$ cat src/rtl/tx_channel_arbiter.sv
`default_nettype none
// ============================================================================
// Module   : tx_channel_arbiter
// Purpose  : Round-robin arbiter that shares one serial transmitter between
//            four requesters. It grants one requester, loads its byte into
//            the serializer, waits for link-ready, starts the send, and then
//            waits for the stop-bit pulse or a timeout.
// Ports    : clock     - sole clock, rising edge
//            reset     - synchronous, active-high
//            req       - per-requester transmit request (level)
//            data_bus  - requester k byte at [8k+7:8k]
//            dsr       - link ready, required before a send
//            tx_end    - stop-bit-sent pulse from the serializer
//            grant     - one-hot owner of the serializer, 0 when idle
//            tx_load   - one-cycle load strobe
//            tx_data   - byte of the granted requester
//            tx_send   - one-cycle start strobe
//            confirm   - one-cycle completion pulse
//            error     - sticky fault flag (dsr low at check, or timeout)
//            busy      - high whenever the FSM is not idle
// Revision : 1.0 - initial release
// ============================================================================
module tx_channel_arbiter #(
    parameter int TIMEOUT = 1200
) (
    input  logic        clock,
    input  logic        reset,
    input  logic [3:0]  req,
    input  logic [31:0] data_bus,
    input  logic        dsr,
    input  logic        tx_end,
    output logic [3:0]  grant,
    output logic        tx_load,
    output logic [7:0]  tx_data,
    output logic        tx_send,
    output logic        confirm,
    output logic        error,
    output logic        busy
);

    localparam logic [2:0] c_IDLE     = 3'd0;
    localparam logic [2:0] c_LOAD     = 3'd1;
    localparam logic [2:0] c_CHECK    = 3'd2;
    localparam logic [2:0] c_SEND     = 3'd3;
    localparam logic [2:0] c_WAIT_END = 3'd4;
    localparam logic [2:0] c_DONE     = 3'd5;

    // Last WAIT_END count value before the transfer is declared lost.
    localparam logic [10:0] c_WAIT_LAST = 11'(TIMEOUT - 1);

    logic [2:0]  r_state;
    logic [1:0]  r_ptr;
    logic [1:0]  r_idx;
    logic [10:0] r_wait_cnt;

    logic        w_found;
    logic [1:0]  w_sel;

    // Rotating priority search starting at r_ptr; the 2-bit index wraps
    // naturally so ptr, ptr+1, ... covers all four requesters mod 4.
    always_comb begin
        logic [1:0] k;
        w_found = 1'b0;
        w_sel   = r_ptr;
        k       = r_ptr;
        for (int i = 0; i < 4; i++) begin
            k = r_ptr + 2'(i);
            if (!w_found && req[k]) begin
                w_found = 1'b1;
                w_sel   = k;
            end
        end
    end

    always_ff @(posedge clock) begin
        if (reset) begin
            r_state    <= c_IDLE;
            r_ptr      <= 2'd0;
            r_idx      <= 2'd0;
            r_wait_cnt <= 11'd0;
            grant      <= 4'd0;
            tx_data    <= 8'd0;
            tx_load    <= 1'b0;
            tx_send    <= 1'b0;
            confirm    <= 1'b0;
            error      <= 1'b0;
            busy       <= 1'b0;
        end else begin
            // Strobes are single-cycle unless a transition below re-asserts them.
            tx_load <= 1'b0;
            tx_send <= 1'b0;
            confirm <= 1'b0;
            case (r_state)
                c_IDLE: begin
                    if (w_found) begin
                        r_state <= c_LOAD;
                        r_idx   <= w_sel;
                        grant   <= 4'b0001 << w_sel;
                        tx_data <= data_bus[{w_sel, 3'b000} +: 8];
                        tx_load <= 1'b1;
                        busy    <= 1'b1;
                    end
                end
                c_LOAD: begin
                    r_state <= c_CHECK;
                end
                c_CHECK: begin
                    if (dsr) begin
                        r_state <= c_SEND;
                        tx_send <= 1'b1;
                    end else begin
                        error <= 1'b1;
                    end
                end
                c_SEND: begin
                    r_state    <= c_WAIT_END;
                    r_wait_cnt <= 11'd0;
                end
                c_WAIT_END: begin
                    // tx_end is checked first so it wins over a coincident timeout.
                    if (tx_end) begin
                        r_state <= c_DONE;
                        confirm <= 1'b1;
                        error   <= 1'b0;
                    end else if (r_wait_cnt == c_WAIT_LAST) begin
                        r_state <= c_IDLE;
                        error   <= 1'b1;
                        grant   <= 4'd0;
                        busy    <= 1'b0;
                        r_ptr   <= r_idx + 2'd1;
                    end else begin
                        r_wait_cnt <= r_wait_cnt + 11'd1;
                    end
                end
                c_DONE: begin
                    r_state <= c_IDLE;
                    grant   <= 4'd0;
                    busy    <= 1'b0;
                    r_ptr   <= r_idx + 2'd1;
                end
                default: begin
                    r_state <= c_IDLE;
                    grant   <= 4'd0;
                    busy    <= 1'b0;
                end
            endcase
        end
    end

endmodule
`default_nettype wire

$ cat config.mk
export PLATFORM = sky130hd
export DESIGN_NAME = tx_channel_arbiter
export DESIGN_NICKNAME = d
export VERILOG_FILES = /design/src/rtl/tx_channel_arbiter.sv
export SDC_FILE = /design/constraint.sdc
export NUM_CORES = 1
export LEC_CHECK = 0
export CORE_ASPECT_RATIO = 1.75
export CORE_UTILIZATION = 25
export DETAILED_ROUTE_END_ITERATION = 10
export SETUP_SLACK_MARGIN = 0.4
export SLEW_MARGIN = 0
export SYNTH_ARGS = -nofsm -noshare
export SYNTH_HDL_FRONTEND = slang
export SYNTH_SLANG_ARGS = --single-unit
$ cat constraint.sdc
create_clock -name clock -period 2.4 [get_ports clock]
set_input_delay 0.24 -clock clock [delete_from_list [all_inputs] [get_ports clock]]
set_output_delay 0.24 -clock clock [all_outputs]
set_load 0.02 [all_outputs]
# Yosys cells after proc, flatten, opt, wreduce, memory -nomap -nowiden

Index checks and enable logic that the tools add are counted.

Output and inout port bits: 17
Bits of input ports: 40
Flip-flop bits (word level): 35
Word-level logic and storage cells: 100

Reduce and logical (&&, ||, !) cells: 20
Shift-type cells: 2
$add $sub $neg: 5
Bitwise logic cells: 4
Eq/ne operators: 13
Muxes and demuxes: 41
$lt $le $gt $ge: 4

Operator list:

| operator                                                    | number |
|---|---|
| indexed part select 32 x 6 -> 8 bit                         | 1 |
| 2-to-1 mux 11 bit                                           | 2 |
| case mux 11 bit (2 select lines)                            | 1 |
| 2-to-1 mux 1 bit                                            | 17 |
| case mux 3 bit (5 select lines)                             | 1 |
| less-than comparator 2 x 3 -> 1 bit (second input constant) | 4 |
| 2-to-1 mux 3 bit                                            | 4 |
| 2-to-1 mux 4 bit                                            | 3 |
| inequality test 2 bit (second input constant)               | 6 |
| case mux 4 bit (3 select lines)                             | 1 |
| AND reduction 3 bit                                         | 4 |
| adder 11 x 1 -> 11 bit (second input constant)              | 1 |
| == test 11 bit (second input constant)                      | 1 |
| 2-to-1 mux 2 bit                                            | 5 |
| binary-select mux 1 bit (select 2 bit)                      | 4 |
| == test 3 x 2 -> 1 bit (second input constant)              | 2 |
| == test 3 bit (second input constant)                       | 2 |
| nonzero test 2 bit                                          | 3 |
| OR reduction 2 bit                                          | 3 |
| adder 2 x 1 -> 2 bit (second input constant)                | 2 |
| adder 2 bit (second input constant)                         | 2 |
| inverter 1 bit                                              | 4 |
| case mux 2 bit (2 select lines)                             | 1 |
| AND reduction 4 bit                                         | 1 |
| other kinds (10)                                            | 14 |

# Logic depth before layout (Yosys ltp)

Gate-level depths: netlist (run 1).

Depth in word-level cells: 15
Depth in mapped cells: 7
Depth with buffers taken out: 6

# Worst setup path before layout (run 1)

Ideal clock, no wire load.

Path type: register -> register
Start: register r_wait_cnt[0]
End: register r_wait_cnt[5]
Setup slack: 0.667 ns
Buffers on the path: 0
Required time: 2.330 ns
Clock period less this slack: 1.733 ns
Library setup time: 0.070 ns
Cell stages (with the launch flop): 7
Data arrival time: 1.663 ns
Cell sequence: dfxtp_1 > ha_1 > nand3_1 > nor4_2 > o31a_4 > or4_1 > a21oi_1

Longest elaborated chain between the ends: 4
Elaborated cells between the ends (all ways): 7
Classes of those cells: add/sub (1); eq/ne (2); mux (3); reduce/logical (1)

Ends and longest elaborated chain:

| what                             | line | RTL |
|---|---|---|
| from (decl)                      | 54   | `logic [10:0] r_wait_cnt;` |
| from (signal assigned)           | 132  | `r_wait_cnt <= r_wait_cnt + 11'd1;` |
| adder 11 x 1 -> 11 bit           | 132  |  |
| 2-to-1 mux 11 bit                | 125  | `end else if (r_wait_cnt == c_WAIT_LAST) begin` |
| 2-to-1 mux 11 bit                | 121  | `if (tx_end) begin` |
| case mux 11 bit (2 select lines) | 93   | `case (r_state)` |

Several ways; a longest one is shown, not always the timed one. The select of a mux whose other input is x is not followed.
A chain may end at the register's enable or synchronous reset.

# Final worst setup path (run 1)

Start: register r_state[0]
End: register r_wait_cnt[5]

Longest elaborated chain between the ends: 3
Elaborated cells between the ends (all ways): 7
Classes of those cells: eq/ne (4); mux (1); reduce/logical (2)

Ends and longest elaborated chain:

| what                                                                  | line | RTL |
|---|---|---|
| from (decl)                                                           | 51   | `logic [2:0] r_state;` |
| from (signal assigned)                                                | 77   | `r_state <= c_IDLE;` |
| from (signal assigned)                                                | 96   | `r_state <= c_LOAD;` |
| from (signal assigned)                                                | 105  | `r_state <= c_CHECK;` |
| == test 3 bit or == test 3 x 2 -> 1 bit (tied branches)               | 93   |  |
| inequality test 2 bit (no line) or nonzero test 2 bit (tied branches) | n/a  |  |
| AND reduction 3 bit (no line)                                         | n/a  |  |

Several ways; a longest one is shown, not always the timed one.

==> results of run 1 <==
==> worst max-delay path by stage <==
stage,startpoint,to,slack [ps],depth (start not counted)
final,r_state[0],r_wait_cnt[5],510,4
after CTS,r_wait_cnt[0],r_ptr[0],420,7
after global placement,req[3],grant[1],230,6
after floorplan,r_wait_cnt[0],r_wait_cnt[5],670,6
after global routing,r_state[0],r_wait_cnt[7],380,4
after detailed placement,req[0],r_idx[1],240,6
==> report_power, final <==
| part | leakage, nW | switching (mW) | total (mW) | internal, mW |
|---|---|---|---|---|
| Combinational | 0.570 | 0.393 | 0.761 | 0.368 |
| Clock | 0.0844 | 0.267 | 0.762 | 0.495 |
| Sequential | 0.286 | 0.104 | 0.789 | 0.685 |
==> cell families (layout without fill, tap and decap cells) <==
| kind of cell | count (synthesis) | in the layout | share of synthesized area |
|---|---|---|---|
| AO/OA/AOI/OAI | 53 | 54 | 0.204 |
| XOR/XNOR | 2 | 2 | 0.00951 |
| adder cells (fa/ha/maj) | 1 | 1 | 0.00679 |
| buffers and inverters | 17 | 75 | 0.0448 |
| AND/OR/NAND/NOR | 79 | 79 | 0.256 |
| multiplexers | 18 | 18 | 0.0985 |
| flip-flops | 35 | 35 | 0.380 |
==> sequential cells by signal, indices dropped and copies added (netlist names), 2 cells and up <==
signal and count:
grant 4, r_idx 2, tx_data 8, r_ptr 2
r_state 3, r_wait_cnt 11
==> cells in the final DEF, fill, tap and decap left out, types with 3 or more instances in the layout <==
master	netlist	routed
clkdlybuf4s50_1	0	56
or4_1	5	5
nand3b_1	9	9
nor2_1	14	14
dfxtp_1	35	33
o31ai_1	5	5
nand3_1	6	5
o221ai_1	8	8
mux2i_1	17	17
nand2_1	14	14
o21ai_0	6	6
buf_4	2	6
nand2b_1	3	3
a21oi_1	16	16
clkbuf_16	0	5
nand4bb_1	3	3
or3_1	7	6
nor3_1	3	3
inv_1	4	4
a211oi_1	3	3
==> layout make-up <==
class	count	area, sq um	share of cell area
Clock buffer	5	125	0.0456
Clock inverter	3	47.5	0.0173
Inverter	4	15.0	0.00547
Multi-Input combinational cell	154	1120	0.409
Sequential cell	35	703	0.256
Tap cell	86	108	0.0392
Timing Repair Buffer	63	626	0.228
==> critical path, delay by kind of cell, from the launching register on <==
kind	cells	cell delay, ps
AO/OA/AOI/OAI	2	380
flip-flops	1	650
AND/OR/NAND/NOR	2	790
==> synthesized netlist by cell type, types with 2 or more instances <==
library cell,number
inv_1,4
xnor2_1,2
clkbuf_1,7
nand2b_1,3
buf_4,2
dfxtp_1,35
nor3_1,3
o31ai_1,5
a32oi_1,2
nor4_1,4
and2_1,2
o211ai_1,2
or3_1,7
nand3b_1,9
o22ai_1,2
o221ai_1,8
o21bai_1,2
a21oi_1,16
nand2_1,14
mux2i_1,17
nand4bb_1,3
nor2b_1,2
nor2_1,14
o21ai_0,6
buf_2,3
or4_1,5
a211oi_1,3
nand3_1,6
==> through the flow <==
stage	instances	utilization	worst slack [ps]	hold WS, ps	total power, mW
floorplan	205	-	667	340	1.24
global placement	341	0.351	234	462	1.54
detailed placement	341	0.351	240	469	1.55
CTS	349	0.375	423	481	2.32
global route	350	0.382	377	500	2.44
finish	350	0.382	514	472	2.31
==> layer usage <==
layer  vias to the layer above  GRT usage
met2                        58      0.256
met3                         6     0.0384
met4                         0     0.0511
met5                         -          0
met1                       844      0.143
li1                        898          -
==> repair_timing <==
item                       CTS  global route
hold buffers                 0             0
setup endpoints to repair    0            11
resized for setup            0             9
==> metrics.md, run 1 <==
| Metric | Value |
|---|---|
| GPL Wtd Cong | 0.776 |
| R2r setup slk | 510 ps |
| Post-route minimum period | 1890 ps |
| #FFs+latches synth | 35 |
| R2r startpoint | r_state[0] |
| Hold Path Cell Cnt | 2 |
| Total gr overflow | 0 |
| Wire length on met2 | 2700 um |
| Critical-path cell list | nand2_1 -> o31a_4 -> or4_1 -> a21oi_1 |
| Max clock buf depth | 2 |
| Final Cycle Share | 0.786 |
| First-pass GRT wire length | 8150 um |
| Clk slew on worst S/H paths | 60 ps |
| Syn Std Cell Area | 1840 sq um |
| CP max FO | 10 |
| Core ar. | 7180 sq um |
| Clk_skew | 9.03 ps |
| CTS tree | done |
| Post-synth EDFFs | 0 |
| Uppermost layer routed | met4 |
| Max cap viols | 0 |
| Antenna cells | 0 |
| Post-place instance area | 2520 sq um |
| Register area share after synthesis | 0.380 |
| Boundary Pins | 57 |
| RSZ-0062 raised after global routing | yes |
| Slew at the pin closest to its max-slew limit | 577 ps |
| Hpwl dp | 3560 um |
| CP Class | register to register |
| Final setup viols | 0 |
| Root Buffer | clkbuf_16 |
| Achievable Freq | 530 MHz |
| Maximum VDD drop | 0.371 mV |
| Syn Area/Cell | 8.98 sq um |
| Clk sinks | 35 |
| WP data arrival | 2090 ps |
| Largest net degree at the start of global routing | 22 |
| CTS Buf Count | 5 |
| DR iter-0 viols | 110 |
| Post-route cell area | 2750 sq um |
| Wire per inst | 14.1 um |
| Routed via count | 1,806 |
| CP Launch Type | register |
| Vias per cell | 5.16 |
| Ys async rst share | 0 |
| Top-area cell type share of the netlist area | 0.380 |
| Slowest cell on crit path | dfxtp_1 |
| Residual DRC count | 0 |
| Share of cells above drive strength 1 | 0.106 |
| PortBufs | 56 |
| Pwr dens | 842 nW/um^2 |
| Die ar. | 7730 sq um |
| GRT Total Usage | 0.138 |
| Vias in the first global route | 1,817 |
| Post-CTS Setup Bufs | 0 |
| Hold Path End | grant[2] |
| Setup Total Neg Slack | 0 ps |
| Initial antenna violation count | 0 |
| Yosys cell types | 45 |
| Max transition margin | 0.612 |
| Final WL | 4950 um |
| Pleak | 0.941 nW |
| CP Data Required Time | 2600 ps |
| Largest area contributor in the netlist | dfxtp_1 |
| DRT met1 WL | 1880 um |
| Synth Instances | 205 |
| H-tree levels | 2 |
| Starting Density | 0.256 |
| Hold Path Class | register to register |
| Die extent in x | 66.9 um |
| Met3 routed WL | 277 um |
| Clk_lat worst skew | 280 ps |
| Run status | finished clean |
| Post-Syn Nets | 246 |
| Worst Hold Launch | grant[2] |
| NumNets Final | 304 |
| Cell count of the worst reg-to-reg path | 4 |
| Pins Over Slew Limit | 0 |
| # fillers | 718 |
| Router iterations before antenna repair | 4 |
| Synthesis-to-finish area growth | 49.1% |
| Slowest Stage Delay on Critical Path | 650 ps |
| Worst flop-to-flop path endpoint | r_wait_cnt[5] |
| Ys flop type | dfxtp_1 |
| Setup crit end kind | register |
| Top cells by area, synth | dfxtp_1 38%, mux2i_1 9.2%, a21oi_1 4.3% |
| Yosys warns | 0 |
| DIE HEIGHT | 116 um |
| Site Rows | 41 |
| Antenna-violating nets left | 0 |
| Hold Violations, Final | 0 |
No activity file was read; power rests on OpenSTA's default activity.
==> run 2: changes to the inputs <==
==> constraint.sdc (replaced) <==
create_clock -name clock -period 1.8 [get_ports clock]
set_input_delay 0.18 -clock clock [delete_from_list [all_inputs] [get_ports clock]]
set_output_delay 0.18 -clock clock [all_outputs]
set_load 0.02 [all_outputs]
==> run 2 against run 1 <==
  * Core utilization rose by 9.8 points
  * Fmax increased by 13%
  * Critical path type unchanged
  * Worst hold slack worse by 15 ps
  * Final cell count up 12%
  * Largest cell class unchanged
  * Global-route usage up 3.3 points
  * Sequential share of layout area fell by 4.5 points
  * Register-to-register slack got worse by 380 ps
  * Clock skew is 4.6 ps lower
  * Cell area is 26% higher
  * Critical endpoint is now r_wait_cnt[3]
  * Flip-flop and latch count stayed put
  * Largest power group is now combinational logic
  * Total power grew 46%
==> metrics.md, run 2 (synthesized netlist as in run 1, its figures left out) <==
| Metric | Value |
|---|---|
| Run status | finished clean |
| Most flop-heavy register | r_wait_cnt |
| Root Buffer | clkbuf_16 |
| Share of cells above drive strength 1 | 0.417 (+0.311) |
| Worst flop-to-flop path endpoint | r_wait_cnt[3] |
| NumNets Final | 347 (+14%) |
| Clk_lat worst skew | 280 ps (about the same) |
| Max transition margin | 0.766 (+0.154) |
| Clk slew on worst S/H paths | 60 ps (about the same) |
| Antenna-violating nets left | 0 (unchanged) |
| Switching Fraction | 0.337 (+0.00622) |
| Max cap viols | 0 (unchanged) |
| Pins Over Slew Limit | 0 (unchanged) |
| Routed via count | 2,016 (+12%) |
| Worst Hold Slack | 457 ps (-14.7 ps) |
| H-tree levels | 2 (unchanged) |
| Die ar. | 7730 sq um (unchanged) |
| CTS tree | done |
| P_sw | 1.14 mW (+49%) |
| R2r setup slk | 130 ps (-380 ps) |
| Max FFs per register | 11 (unchanged) |
| Top Registers | r_wait_cnt: 11 flops, tx_data: 8 flops, grant: 4 flops |
| Largest net degree at the start of global routing | 17 (-23%) |
| Vias in the first global route | 2,119 (+17%) |
| Placed Cells incl. Taps | 366 (+7.3%) |
| Antenna cells | 0 (unchanged) |
| Synthesis-to-finish area growth | 87.4% |
| Register share of total power | 0.298 (-0.043) |
| # fillers | 668 (-7.0%) |
| Clk_skew | 4.42 ps (-4.61 ps) |
| Achievable Freq | 598 MHz (+13%) |
| GPL Wtd Cong | 0.774 (-0.28%) |
| Setup crit end kind | register |
| DR iter-0 viols | 81 (-26%) |
| Cell Int Power | 2.24 mW (+44%) |
| Post-route cell area | 3450 sq um (+26%) |
| Hold Path Class | register to register |
| Residual DRC count | 0 (unchanged) |
| Pwr Total | 3.37 mW (+46%) |
| Max clock buf depth | 2 (unchanged) |
| Clk sinks | 35 (unchanged) |
| Core Util, Final | 0.481 (+0.0983) |
| Boundary Pins | 57 (unchanged) |
| Final setup viols | 0 (unchanged) |
| Wire per inst | 15.5 um (+9.4%) |
| Die extent in x | 66.9 um (unchanged) |
| Hold Violations, Final | 0 (unchanged) |
| R2r startpoint | r_wait_cnt[0] |
| Post-place instance area | 2800 sq um (+11%) |
| Total gr overflow | 0 (unchanged) |
| PortBufs | 56 (unchanged) |
| Pwr dens | 977 nW/um^2 (+16%) |
| Starting Density | 0.256 (unchanged) |
| Core ar. | 7180 sq um (unchanged) |
| First-pass GRT wire length | 9760 um (+20%) |
| Most common cell after layout, fill and taps aside | clkdlybuf4s50_1 |
| CP Data Required Time | 2020 ps (-580 ps) |
| Part of the power in the clock network | 0.273 (-0.057) |
| Final Cycle Share | 0.929 (+0.143) |
| Final WL | 6080 um (+23%) |
| Maximum VDD drop | 0.978 mV (+160%) |
| Post-route minimum period | 1670 ps (-215 ps) |
| Pleak | 1.32 nW (+40%) |
| Cell count of the worst reg-to-reg path | 7 (+3) |
| Site Rows | 41 (unchanged) |
| WP data arrival | 1890 ps (-200 ps) |
| CP Launch Type | register |
| Vias per cell | 5.13 (-0.59%) |
| Router iterations before antenna repair | 4 (unchanged) |
| CP Class | register to register |
| Post-route insts no fill | 393 (+12%) |
| Hold Path Cell Cnt | 2 (unchanged) |
| CTS Buf Count | 5 (unchanged) |
| Most frequent cells in the layout | 37 x clkdlybuf4s50_1, 36 x buf_4, 22 x dfxtp_1 |
| Worst Hold Launch | grant[2] |
| Combinational power share | 0.429 (+0.100) |
| RSZ-0062 raised after global routing | yes |
| Hpwl dp | 4070 um (+14%) |
| CP max FO | 7 (-3) |
| Hold Path End | grant[2] |
| Post-CTS Hold Buffers | 0 (unchanged) |
| GRT Total Usage | 0.171 (+0.0326) |
| Slew at the pin closest to its max-slew limit | 348 ps (-229 ps) |
| DIE HEIGHT | 116 um (unchanged) |
| Initial antenna violation count | 0 (unchanged) |
run 2: changes by cell type in the layout (fill, tap and decap cells not counted), moves of 10 or more:
cell             delta
clkdlybuf4s50_1    -19
buf_4              +30
buf_6              +10
dfxtp_1            -11
dlygate4sd2_1      +17
mux2i_1            -10
run 2: how the worst max path moves through the flow:
stage,end,startpoint,depth (start not counted)
floorplan,r_wait_cnt[7],r_state[1],6
CTS,r_wait_cnt[4],r_wait_cnt[0],7
detailed placement,tx_data[6],req[2],8
global route,r_wait_cnt[7],r_wait_cnt[0],6
finish,r_wait_cnt[3],r_wait_cnt[0],7
global placement,tx_data[1],req[2],8
run 2: power by group through the flow:
stage	Clock [mW]	Combinational (mW)	Sequential [mW]
6_report	0.921	1.45	1.00
5_1_grt	0.967	1.56	1.02
4_1_cts	0.938	1.36	1.01
3_5_place_dp	0	1.26	1.03
3_3_place_gp	0	1.25	1.03
2_1_floorplan	0	0.632	1.10
run 2: cell type report:
| type | instances | area (sq um) | area share |
|---|---|---|---|
| Multi-Input combinational cell | 153 | 1400 | 0.404 |
| Clock buffer | 8 | 156 | 0.0453 |
| Sequential cell | 35 | 729 | 0.211 |
| Tap cell | 86 | 108 | 0.0312 |
| Timing Repair Buffer | 107 | 1050 | 0.303 |
| Inverter | 4 | 15.0 | 0.00435 |
run 2: critical path: stages, from the launching register on:
cell and delay [ps]:
dfxtp_4 350, ha_4 170, nand3_4 90, nor4_4 50
o31a_4 330, buf_6 130, or3_4 360, a21oi_2 130
run 2: per-stage QoR:
step	setup TNS (ps)	setup slack, ps
floorplan	0	170
global placement	-1880	-187
detailed placement	-2320	-247
CTS	0	89.7
global route	0	64.7
finish	0	129
run 2: routing by layer:
metal / GRT usage / vias up / wire, um
met5: 0 / - / 0
met4: 0.0936 / 0 / 171
met3: 0.0482 / 15 / 343
met2: 0.326 / 77 / 3460
met1: 0.154 / 947 / 2100
li1: - / 977 / -
run 2: what timing repair did:
| item | 4_1_cts | 5_1_grt |
|---|---|---|
| setup buffers | 13 | 3 |
| setup endpoints to repair | 45 | 32 |
| gates cloned | 3 | 0 |
| pin swaps | 32 | 20 |
| resized for setup | 59 | 38 |
==> run 3: changes to the inputs <==
--- a/config.mk
+++ b/config.mk
@@ -5,9 +5,13 @@
 export SDC_FILE = /design/constraint.sdc
 export NUM_CORES = 1
 export LEC_CHECK = 0
+export CELL_PAD_IN_SITES_DETAIL_PLACEMENT = 1
+export CELL_PAD_IN_SITES_GLOBAL_PLACEMENT = 2
 export CORE_ASPECT_RATIO = 1.75
 export CORE_UTILIZATION = 25
 export DETAILED_ROUTE_END_ITERATION = 10
+export HOLD_SLACK_MARGIN = 0.06
+export PLACE_DENSITY_LB_ADDON = 0.1
 export SETUP_SLACK_MARGIN = 0.4
 export SLEW_MARGIN = 0
 export SYNTH_ARGS = -nofsm -noshare
==> run 3 against run 2 <==
  * Fmax fell by 1.0%
  * Critical path depth fell by 1
  * Clock skew rose by 1.7 ps
  * Count of clock-buffer cells in the layout fell by 2
  * Cell area fell by 1.3%
  * Core utilization fell by 0.64 points
  * First-iteration DRC count rose by 2.5%
  * Global-route usage rose by 2.0 points
  * Worst hold slack improved by 12 ps
  * Largest cell class unchanged
  * Largest power group unchanged
  * Highest routed layer unchanged
==> metrics.md, run 3 (synthesized netlist as in run 1, its figures left out) <==
| Metric | Value |
|---|---|
| Run status | finished clean |
| Maximum VDD drop | 0.651 mV (-33%) |
| WP data arrival | 1910 ps (+20 ps) |
| Total gr overflow | 0 (unchanged) |
| DR iter-0 viols | 83 (+2.5%) |
| Core Util, Final | 0.474 (-0.00645) |
| Vias in the first global route | 2,095 (-1.1%) |
| First-pass GRT wire length | 10,700 um (+9.3%) |
| GRT Total Usage | 0.191 (+0.0200) |
| CP Class | register to register |
| Core ar. | 7180 sq um (unchanged) |
| Hpwl dp | 4780 um (+18%) |
| Starting Density | 0.256 (unchanged) |
| Residual DRC count | 0 (unchanged) |
| Slowest Stage Delay on Critical Path | 490 ps (+130 ps) |
| Vias per cell | 5.12 (-0.24%) |
| Most common cell after layout, fill and taps aside | buf_4 |
| Initial antenna violation count | 0 (unchanged) |
| CP max FO | 7 (unchanged) |
| Max transition margin | 0.756 (-0.00982) |
| Antenna-violating nets left | 0 (unchanged) |
| Most frequent cells in the layout | 37 x buf_4, 36 x clkdlybuf4s50_1, 25 x dfxtp_1 |
| Achievable Freq | 592 MHz (-1.0%) |
| Critical-path cell list | ha_4 -> nand3_4 -> nor4_4 -> o31a_4 -> or4_4 -> a21oi_2 |
| Clk_skew | 6.15 ps (+1.73 ps) |
| Post-route minimum period | 1690 ps (+17.0 ps) |
| Clk_lat worst skew | 280 ps (about the same) |
| Final setup viols | 0 (unchanged) |
| Worst Hold Slack | 469 ps (+11.5 ps) |
| Pins Over Slew Limit | 0 (unchanged) |
| Die ar. | 7730 sq um (unchanged) |
| Synthesis-to-finish area growth | 84.9% |
| CP Launch Type | register |
| Hold Path Class | register to register |
| Setup crit end kind | register |
| CP Data Required Time | 2020 ps (about the same) |
| Boundary Pins | 57 (unchanged) |
| Largest net degree at the start of global routing | 21 (+4) |
| NumNets Final | 347 (unchanged) |
| Pwr dens | 988 nW/um^2 (+1.1%) |
| Final Cycle Share | 0.938 (+0.00942) |
| Root Buffer | clkbuf_16 |
| Pwr Total | 3.36 mW (-0.23%) |
| Post-CTS Hold Buffers | 0 (unchanged) |
| Max clock buf depth | 2 (unchanged) |
| GPL Wtd Cong | 0.757 (-2.2%) |
| Share of cells above drive strength 1 | 0.402 (-0.0150) |
| Wire per inst | 17.8 um (+15%) |
| PortBufs | 56 (unchanged) |
| Setup Total Neg Slack | 0 ps (unchanged) |
| Max FFs per register | 11 (unchanged) |
| Slew at the pin closest to its max-slew limit | 366 ps (+17.9 ps) |
| Most flop-heavy register | r_wait_cnt |
| Clk slew on worst S/H paths | 60 ps (about the same) |
| Routed via count | 2,006 (-0.50%) |
| Clk sinks | 35 (unchanged) |
| Final WL | 6990 um (+15%) |
| DIE HEIGHT | 116 um (unchanged) |
| H-tree levels | 2 (unchanged) |
| Top Registers | r_wait_cnt: 11 flops, tx_data: 8 flops, grant: 4 flops |
| Max cap viols | 0 (unchanged) |
| CTS tree | done |
| Die extent in x | 66.9 um (unchanged) |
| CP top delay family | simple AND/OR/NAND/NOR gates |
| Hold Violations, Final | 0 (unchanged) |
| Slowest cell on crit path | or4_4 |
| Antenna cells | 0 (unchanged) |
| Router iterations before antenna repair | 4 (unchanged) |
| Pleak | 1.30 nW (-1.7%) |
| RSZ-0062 raised after global routing | yes |
| Worst path bufs/invs | 0 (-1) |
| Site Rows | 41 (unchanged) |
| CTS Buf Count | 5 (unchanged) |
-- run 3: cell types whose count changed in the layout (fill, tap and decap cells not counted), moves of 3 or more --
cell	delta
mux2i_2	-5
nor2_1	+3
dfxtp_1	+3
dfxtp_4	-3
mux2i_1	+3
-- run 3: timing repair --
| action | CTS | global route |
|---|---|---|
| pin swaps | 24 | 7 |
| cloned | 3 | 0 |
| setup endpoints to repair | 48 | 31 |
| resized for setup | 62 | 28 |
| buffers inserted | 14 | 1 |
-- run 3: final timing paths --
path | from | to | slack, ps | depth (start not counted)
setup / recovery | r_wait_cnt[1] | r_wait_cnt[7] | 110 | 6
hold / removal | grant[0] | grant[0] | 470 | 2
setup reg to reg | r_wait_cnt[1] | r_wait_cnt[7] | 110 | 6
hold reg to reg | grant[0] | grant[0] | 470 | 2
-- run 3: layout make-up --
cell class / count / area [sq um]
clock buffers: 6 / 139
clock inverters: 1 / 5.00
fillers: 827 / 3780
inverters: 4 / 15.0
multi-input cells: 154 / 1410
flip-flops and latches: 35 / 718
well taps: 86 / 108
repair buffers: 106 / 1010
-- run 3: stage by stage --
stage	worst slack [ps]	std cells	instance area (sq um)
global route	55.9	392	3410
floorplan	170	205	1970
CTS	90.9	391	3260
global placement	-248	367	2800
finish	112	392	3410
detailed placement	-294	367	2800
-- run 3: per-layer routing --
metal | GRT usage | vias up | share of wire
met5 | 0 | - | 0
met4 | 0.0752 | 0 | 0.024
met1 | 0.176 | 983 | 0.34
li1 | - | 974 | -
met2 | 0.384 | 38 | 0.61
met3 | 0.0394 | 11 | 0.029
-- run 3: worst register-to-register path, cell delays in order, from the launching register on --
cell,delay (ps)
dfxtp_4,350
ha_4,180
nand3_4,90
nor4_4,60
o31a_4,330
or4_4,500
a21oi_2,120
-- run 3: where the power goes --
group	internal, mW	switching (mW)	leakage, nW
logic	0.724	0.744	0.935
registers	0.911	0.105	0.291
clock network	0.541	0.338	0.0727
